## config.mk

```make
export PLATFORM = sky130hd
export DESIGN_NAME = im_loader
export DESIGN_NICKNAME = d
export VERILOG_FILES = /design/src/rtl/im_loader_pkg.sv /design/src/rtl/byte_packer.sv /design/src/rtl/im_loader.sv
export SDC_FILE = /design/constraint.sdc
export NUM_CORES = 1
export LEC_CHECK = 0
export CORE_UTILIZATION = 40
export CTS_CLUSTER_DIAMETER = 100
export DETAILED_ROUTE_END_ITERATION = 8
export HOLD_SLACK_MARGIN = 0.15
export PLACE_DENSITY = 0.75
export RECOVER_POWER = 50
export SETUP_SLACK_MARGIN = 0.1
export SKIP_LAST_GASP = 1
export SLEW_MARGIN = 20
export SYNTH_ARGS = -nofsm -noshare
export SYNTH_HDL_FRONTEND = slang
export SYNTH_SLANG_ARGS = --single-unit
```

## constraint.sdc

```tcl
create_clock -name clk -period 2.6 [get_ports clk]
set_input_delay 0.78 -clock clk [delete_from_list [all_inputs] [get_ports clk]]
set_output_delay 0.78 -clock clk [all_outputs]
set_load 0.02 [all_outputs]
```

## src/rtl/im_loader_pkg.sv

```systemverilog
// ---------------------------------------------------------------------------
// im_loader_pkg : shared IM depth and loader state encoding
// Revision 1.0
// ---------------------------------------------------------------------------
`default_nettype none

package im_loader_pkg;

  localparam int IM_ADDR_WIDTH = 10;

  typedef enum logic [2:0] {
    IDLE   = 3'd0,
    LEN_HI = 3'd1,
    LEN_LO = 3'd2,
    DATA   = 3'd3,
    WRITE  = 3'd4,
    DONE   = 3'd5,
    ERR    = 3'd6
  } state_t;

endpackage

`default_nettype wire

```

## src/rtl/byte_packer.sv

```systemverilog
// ---------------------------------------------------------------------------
// byte_packer : big-endian byte-to-word shift register with byte counter
// Revision 1.0
// ---------------------------------------------------------------------------
`default_nettype none

module byte_packer (
  input  logic        clk,
  input  logic        reset,
  input  logic        clr,
  input  logic        shift,
  input  logic [7:0]  byte_in,
  output logic [31:0] word_out,
  output logic        full
);

  logic [31:0] r_word;
  logic [1:0]  r_cnt;

  always_ff @(posedge clk) begin
    if (!reset) begin
      r_word <= '0;
      r_cnt  <= '0;
    end else begin
      if (clr)
        r_cnt <= '0;
      else if (shift)
        r_cnt <= r_cnt + 2'd1;
      if (shift)
        r_word <= {r_word[23:0], byte_in};
    end
  end

  // Three bytes already held: the next shift completes the word.
  assign full     = (r_cnt == 2'd3);
  assign word_out = r_word;

endmodule

`default_nettype wire

```

## src/rtl/im_loader.sv

```systemverilog
// ---------------------------------------------------------------------------
// im_loader : length-prefixed byte stream to instruction-memory loader
// Revision 1.0
// ---------------------------------------------------------------------------
`default_nettype none

module im_loader
  import im_loader_pkg::*;
#(
  parameter int ADDR_WIDTH = IM_ADDR_WIDTH,
  parameter int MAX_WORDS  = 2 ** ADDR_WIDTH
) (
  input  logic                  clk,
  input  logic                  reset,
  input  logic                  start,
  input  logic                  in_valid,
  input  logic [7:0]            in_data,
  output logic                  in_ready,
  output logic                  im_we,
  output logic [ADDR_WIDTH-1:0] im_addr,
  output logic [31:0]           im_wdata,
  output logic                  busy,
  output logic                  cpu_hold,
  output logic                  done,
  output logic                  err
);

  state_t              r_state;
  logic [15:0]         r_len;
  logic [ADDR_WIDTH:0] r_idx;

  logic [15:0]         w_len;
  logic                w_len_big;
  logic [ADDR_WIDTH:0] w_idx_inc;
  logic                w_last;
  logic                w_shift;
  logic                w_clr;
  logic                w_full;

  assign w_len     = {r_len[15:8], in_data};
  assign w_len_big = ({1'b0, w_len} > 17'(MAX_WORDS));
  assign w_idx_inc = r_idx + 1'b1;
  // Index is one bit wider than the IM so a full-depth load still terminates.
  assign w_last    = (32'(w_idx_inc) == 32'(r_len));

  assign w_shift = (r_state == DATA) && in_valid;
  assign w_clr   = (r_state == LEN_LO) && in_valid && (w_len != 16'd0) && !w_len_big;

  byte_packer u_packer (
    .clk      (clk),
    .reset    (reset),
    .clr      (w_clr),
    .shift    (w_shift),
    .byte_in  (in_data),
    .word_out (im_wdata),
    .full     (w_full)
  );

  always_ff @(posedge clk) begin
    if (!reset) begin
      r_state <= IDLE;
      r_len   <= '0;
      r_idx   <= '0;
    end else begin
      case (r_state)
        IDLE: if (start) r_state <= LEN_HI;
        LEN_HI: begin
          if (in_valid) begin
            r_len[15:8] <= in_data;
            r_state     <= LEN_LO;
          end
        end
        LEN_LO: begin
          if (in_valid) begin
            r_len[7:0] <= in_data;
            if (w_len == 16'd0)
              r_state <= DONE;
            else if (w_len_big)
              r_state <= ERR;
            else begin
              r_idx   <= '0;
              r_state <= DATA;
            end
          end
        end
        DATA: if (in_valid && w_full) r_state <= WRITE;
        WRITE: begin
          r_idx   <= w_idx_inc;
          r_state <= w_last ? DONE : DATA;
        end
        DONE, ERR: if (start) r_state <= LEN_HI;
        default: r_state <= IDLE;
      endcase
    end
  end

  // All outputs decode from the state register; in_valid never reaches in_ready.
  assign in_ready = (r_state == LEN_HI) || (r_state == LEN_LO) || (r_state == DATA);
  assign busy     = in_ready || (r_state == WRITE);
  assign cpu_hold = busy;
  assign im_we    = (r_state == WRITE);
  assign done     = (r_state == DONE);
  assign err      = (r_state == ERR);
  assign im_addr  = r_idx[ADDR_WIDTH-1:0];

endmodule

`default_nettype wire

```

Yosys cells after proc, flatten, opt, wreduce, memory -nomap -nowiden
Cells that the tools add are included.

Bitwise operators: 1. Add/sub/neg operators: 2. Reductions and logical operators: 19. Mux-type cells: 12. Equal/unequal tests: 14. Magnitude comparators: 1.

Operators by type and width (count): $mux W11 (3); $pmux W11 S2 (1); $mux W3 (7); $eq A11 B16 Y1 (1); $gt A16 B11 Y1 const B (1); $logic_not A16 Y1 (1); $reduce_bool A16 Y1 (1); $pmux W3 S5 (1); $add A11 B1 Y11 const B (1); $ne A2 B2 Y1 const B (5); $eq A3 B3 Y1 const B (3); $reduce_and A4 Y1 (2); $eq A3 B2 Y1 const B (2); $logic_and A1 B1 Y1 (5); $reduce_and A2 Y1 (2); $eq A3 B1 Y1 const B (1); $logic_not A3 Y1 (1); $logic_or A1 B1 Y1 (3); $reduce_or A3 Y1 (1); $add A2 B1 Y2 const B (1); $eq A2 B2 Y1 const B (1); $ne A2 B1 Y1 const B (1); $reduce_bool A2 Y1 (1); $reduce_or A2 Y1 (1); 2 further kinds (2).

Register bits: 64. Bits of input ports: 12.

Logic depth before layout (Yosys ltp)
Depth after elaboration: 5. Gate-level depth with buffers: 8. Mapped depth without buffers: 7.

Hierarchy
From an unflattened synthesis, not the netlist that was laid out.

Cell total of the unflattened synthesis: 357. Area, all modules: 3263.1 um^2.

Modules (own cells, without submodules): im_loader (cells each 246, times used 1, sequential area each 600.6 um^2, area an instance 1934.4 um^2); byte_packer (cells each 111, times used 1, sequential area each 680.7 um^2, area an instance 1328.8 um^2).

Worst setup path after synthesis
No wires, ideal clock.

Kind: register -> output. Start point: register r_state[1]. End point: output port cpu_hold. Stages on the path, launching flop included: 5. Data arrival time: 1.228 ns. Slack: 0.592 ns. Cell sequence: dfxtp_1 > clkbuf_8 > nor2_1 > xnor2_1 > buf_4.

Cells in the longest elaborated chain, start to end: 4.

Ends and longest elaborated chain: from (decl) (RTL line im_loader.sv:28) `state_t r_state;`; from (signal assigned) (RTL line im_loader.sv:89) `r_state <= w_last ? DONE : DATA;`; $eq A3 B1 Y1 or $eq A3 B2 Y1 (tied branches) (RTL line im_loader.sv:98) `assign in_ready = (r_state == LEN_HI) || (r_state == LEN_LO) || (r_state == DATA);`; $logic_or A1 B1 Y1 (2 in series) (RTL line im_loader.sv:98); $logic_or A1 B1 Y1 * (RTL line im_loader.sv:99) `assign busy = in_ready || (r_state == WRITE);`; to (decl) (RTL line im_loader.sv:23) `output logic cpu_hold,`.

Mark *: on every way between the ends. The rest lies on a longest branch, timed or not.

Final worst setup path
Start point: register r_idx[4]. End point: output port im_addr[4].

RTL lines: from (decl) (RTL line im_loader.sv:30) `logic [ADDR_WIDTH:0] r_idx;`; from (signal assigned) (RTL line im_loader.sv:88) `r_idx <= w_idx_inc;`; to (decl) (RTL line im_loader.sv:20) `output logic [ADDR_WIDTH-1:0] im_addr,`.

No word-level cell between the ends.

==> results.md <==
- Outcome: complete, no violations
- First-pass GRT wire length: 12.8 mm
- Crit path cell chain: clkdlybuf4s50_1
- Combinational share of power: 24.8%
- Worst EP arrival: 1630 ps
- Worst setup margin: 186 ps
- Crit. End Element: output pin
- Prevailing post-synth register cell: dfxtp_1
- Total GRT Usage: 19.1%
- Congestion Overflow GR: 0
- Synth top area share: 40.8%
- Critical Path RT: 1820 ps
- Die height: 90.6 um
- Initial Util: 42.3%
- Register bit count reported by yosys: 64
- Power density over cell area: 637 nW/um2
- Mean Syn Cell Area: 7.75 um2
- Pre-CTS setup slack: -128 ps
- CTS tree: yes
- Hpwl dp: 5.30 mm
- Vias post-DR: 2905
- CP Depth: 1
- Synth warn: 0
- Worst IR drop on VDD: 290 uV
- Post-synth EDFFs: 0
- Clock Skews: 6.81 ps
- CTS sink count: 64
- CP max FO: 14
- WHS: 458 ps
- FF-to-FF setup slack: 420 ps
- Final setup vio count: 0
- Flop pwr share: 43.0%
- Startpoint Class: flip-flop
- Synth area leaders: dfxtp_1 41%, nand2_1 14%, a21oi_1 10%, buf_4 2.9%, xnor2_1 2.5%
- RSZ-0062 raised after global routing: false
- DR DRC count: 0
- Core area: 7410 um2
- Register area share after synthesis: 40.8%
- Fmax: 414 MHz
- Total Die Area: 8200 um2
- Worst-Skew Late Latency: 340 ps
- Wire per inst: 13.2 um
- Count leader, synth: nand2_1
- Antenna cell count: 0
- Clk buf depth: 2
- Final Power: 2.53 mW
- Area growth from synthesis to final layout: 26.4%
- CP Launch Point: r_idx[4]
- Final max-slew violation count: 0
- Clk root buf: clkbuf_8
- Synth top cells by count: 115 x nand2_1, 64 x a21oi_1, 64 x dfxtp_1
- Internal power: 1.74 mW
- Largest net degree at the start of global routing: 36
- Boundary Pins: 60
- Worst-Margin Slew: 484 ps
- Kind of critical path: flip-flop to output pin
- Via density: 5.15
- Setup Fix Bufs, Post-CTS: 0
- Switching power: 792 uW
- Switching portion of total power: 31.3%
- Clk pwr share: 32.2%
- Share of cells above drive strength 1: 11.2%
- Worst r2r path cells: 6
- Total length of routed wires: 7.46 mm
- CTS Buf Count: 9
- Fillers: 702
- Fraction of registers with async set/reset: 0%
- Final RePlAce weighted congestion: 0.817
- Lkg Pwr: 1.46 nW
- Crit path max-delay family: buffers and inverters
- Port Buffer Count: 59
- Mapped Area: 3140 um2
- H-tree depth: 3
- Initial antenna violation count: 0
- Row count: 31
- Nets@finish: 475
- Netlist cell types: 49
- Setup crit end: im_addr[4]
- Syn nets: 419
- Worst Hold Class: flip-flop to flip-flop
- Post-route ant nets: 0
- MaxCap Viol Count: 0
- Buf/Inv on CP: 1
- DIE WIDTH: 90.6 um
- Critical R2R Capture: r_state[1]
- Vias in the first global route: 2786
- Min cycle time layout: 2410 ps
- RR Startpoint: r_idx[4]
- Initial DRC count: 157
- Number of hold violations in the final report: 0
- Pre-antenna DRT Iters: 4
- Area leader, netlist: dfxtp_1
- Relative slew slack: 67.7%
- Worst path slowest cell: clkdlybuf4s50_1
- Core Util, Final: 53.5%
- Gate Count Post-Synth: 405
- Tcrit/Tclk final: 92.8%
- Clock-pin slew on the worst setup and hold paths: 70 ps
- Worst path max stage delay: 690 ps
tightest hold or removal path, delay by kind of cell (launching register included):
kind	cells	cell delay, ps
simple gates	1	50
compound gates	1	50
flops	1	310
power by group through the flow:
stage | Sequential [mW] | Combinational, mW | Clock (mW)
finish | 1.09 | 0.627 | 0.813
CTS | 1.09 | 0.642 | 0.827
detailed placement | 1.10 | 0.638 | 0
global route | 1.09 | 0.690 | 0.875
global placement | 1.10 | 0.627 | 0
floorplan | 1.09 | 0.432 | 0
logic make-up after synthesis:
group	count (synthesis)	share of synthesized area (%)
compound gates	105	19.3
simple gates	176	25.4
buf+inv	44	9.65
flops	64	40.8
fa+ha+maj	2	0.798
xor+xnor	14	3.91
sequential cells by signal, summed over array words and instances, names as in the netlist:
signal	count
u_packer.r_cnt	2
r_len	16
u_packer.word_out	32
r_state	3
r_idx	11
timing repair:
| item | 4_1_cts | 5_1_grt |
|---|---|---|
| endpoints found under the setup margin | 6 | 8 |
| gates cloned | 0 | 0 |
| pin swaps | 0 | 0 |
| gates resized for setup | 5 | 4 |
| hold buffers | 0 | 0 |
metal layers:
layer / GRT usage (%) / vias to the layer above / share of wire, %
met5: 0 / - / 0
met2: 31.1 / 77 / 48
met4: 9.01 / 0 / 1.9
met3: 4.63 / 8 / 4.0
li1: - / 1466 / -
met1: 23.8 / 1354 / 46
placed cells by master, fill, tap and decap left out, types with 2 or more instances in the layout:
| master | instances |
|---|---|
| clkbuf_8 | 9 |
| a211oi_1 | 3 |
| nor4_1 | 2 |
| o21ai_0 | 12 |
| and2_1 | 3 |
| and3_1 | 4 |
| nand3_1 | 7 |
| buf_4 | 21 |
| a31oi_1 | 9 |
| dfxtp_1 | 62 |
| clkinv_2 | 3 |
| ha_1 | 2 |
| o21a_1 | 3 |
| clkdlybuf4s50_1 | 46 |
| xor2_1 | 5 |
| a21oi_1 | 64 |
| and2_0 | 2 |
| dfxtp_2 | 2 |
| nand2_1 | 115 |
| nor2b_1 | 5 |
| o2bb2ai_1 | 2 |
| nor3_1 | 2 |
| buf_12 | 2 |
| dlygate4sd3_1 | 8 |
| nor4_2 | 2 |
| dlygate4sd2_1 | 2 |
| dlymetal6s2s_1 | 2 |
| nor2_1 | 16 |
| inv_1 | 5 |
| a32o_1 | 2 |
| xnor2_1 | 9 |
| nand2b_1 | 7 |
stage by stage:
stage | TNS (ps) | cells | instance area, um2
3_3_place_gp | -466 | 549 | 3780
6_report | 0 | 564 | 3970
5_1_grt | 0 | 564 | 3970
4_1_cts | 0 | 564 | 3960
2_1_floorplan | 0 | 405 | 3140
3_5_place_dp | -1240 | 549 | 3780
how the worst min path moves through the flow:
| stage | startpoint | to | slack [ps] | cells past startpoint |
|---|---|---|---|---|
| floorplan | r_len[13] | r_len[13] | 440 | 2 |
| global placement | r_len[14] | r_len[14] | 440 | 2 |
| CTS | r_len[11] | r_len[11] | 460 | 2 |
| detailed placement | r_len[11] | r_len[11] | 450 | 2 |
| finish | u_packer.word_out[29] | u_packer.word_out[29] | 460 | 2 |
| global route | u_packer.word_out[31] | u_packer.word_out[31] | 480 | 2 |
area by class of cell:
| cell class | instances | area (um2) | share of cell area, % |
|---|---|---|---|
| flip-flops and latches | 64 | 1280 | 32.4 |
| multi-input cells | 297 | 1560 | 39.4 |
| clock buffers | 9 | 124 | 3.12 |
| clock inverters | 6 | 61.3 | 1.55 |
| well taps | 99 | 124 | 3.12 |
| inverters | 6 | 22.5 | 0.568 |
| repair buffers | 83 | 790 | 19.9 |
Power figures use the tool's default switching activity.
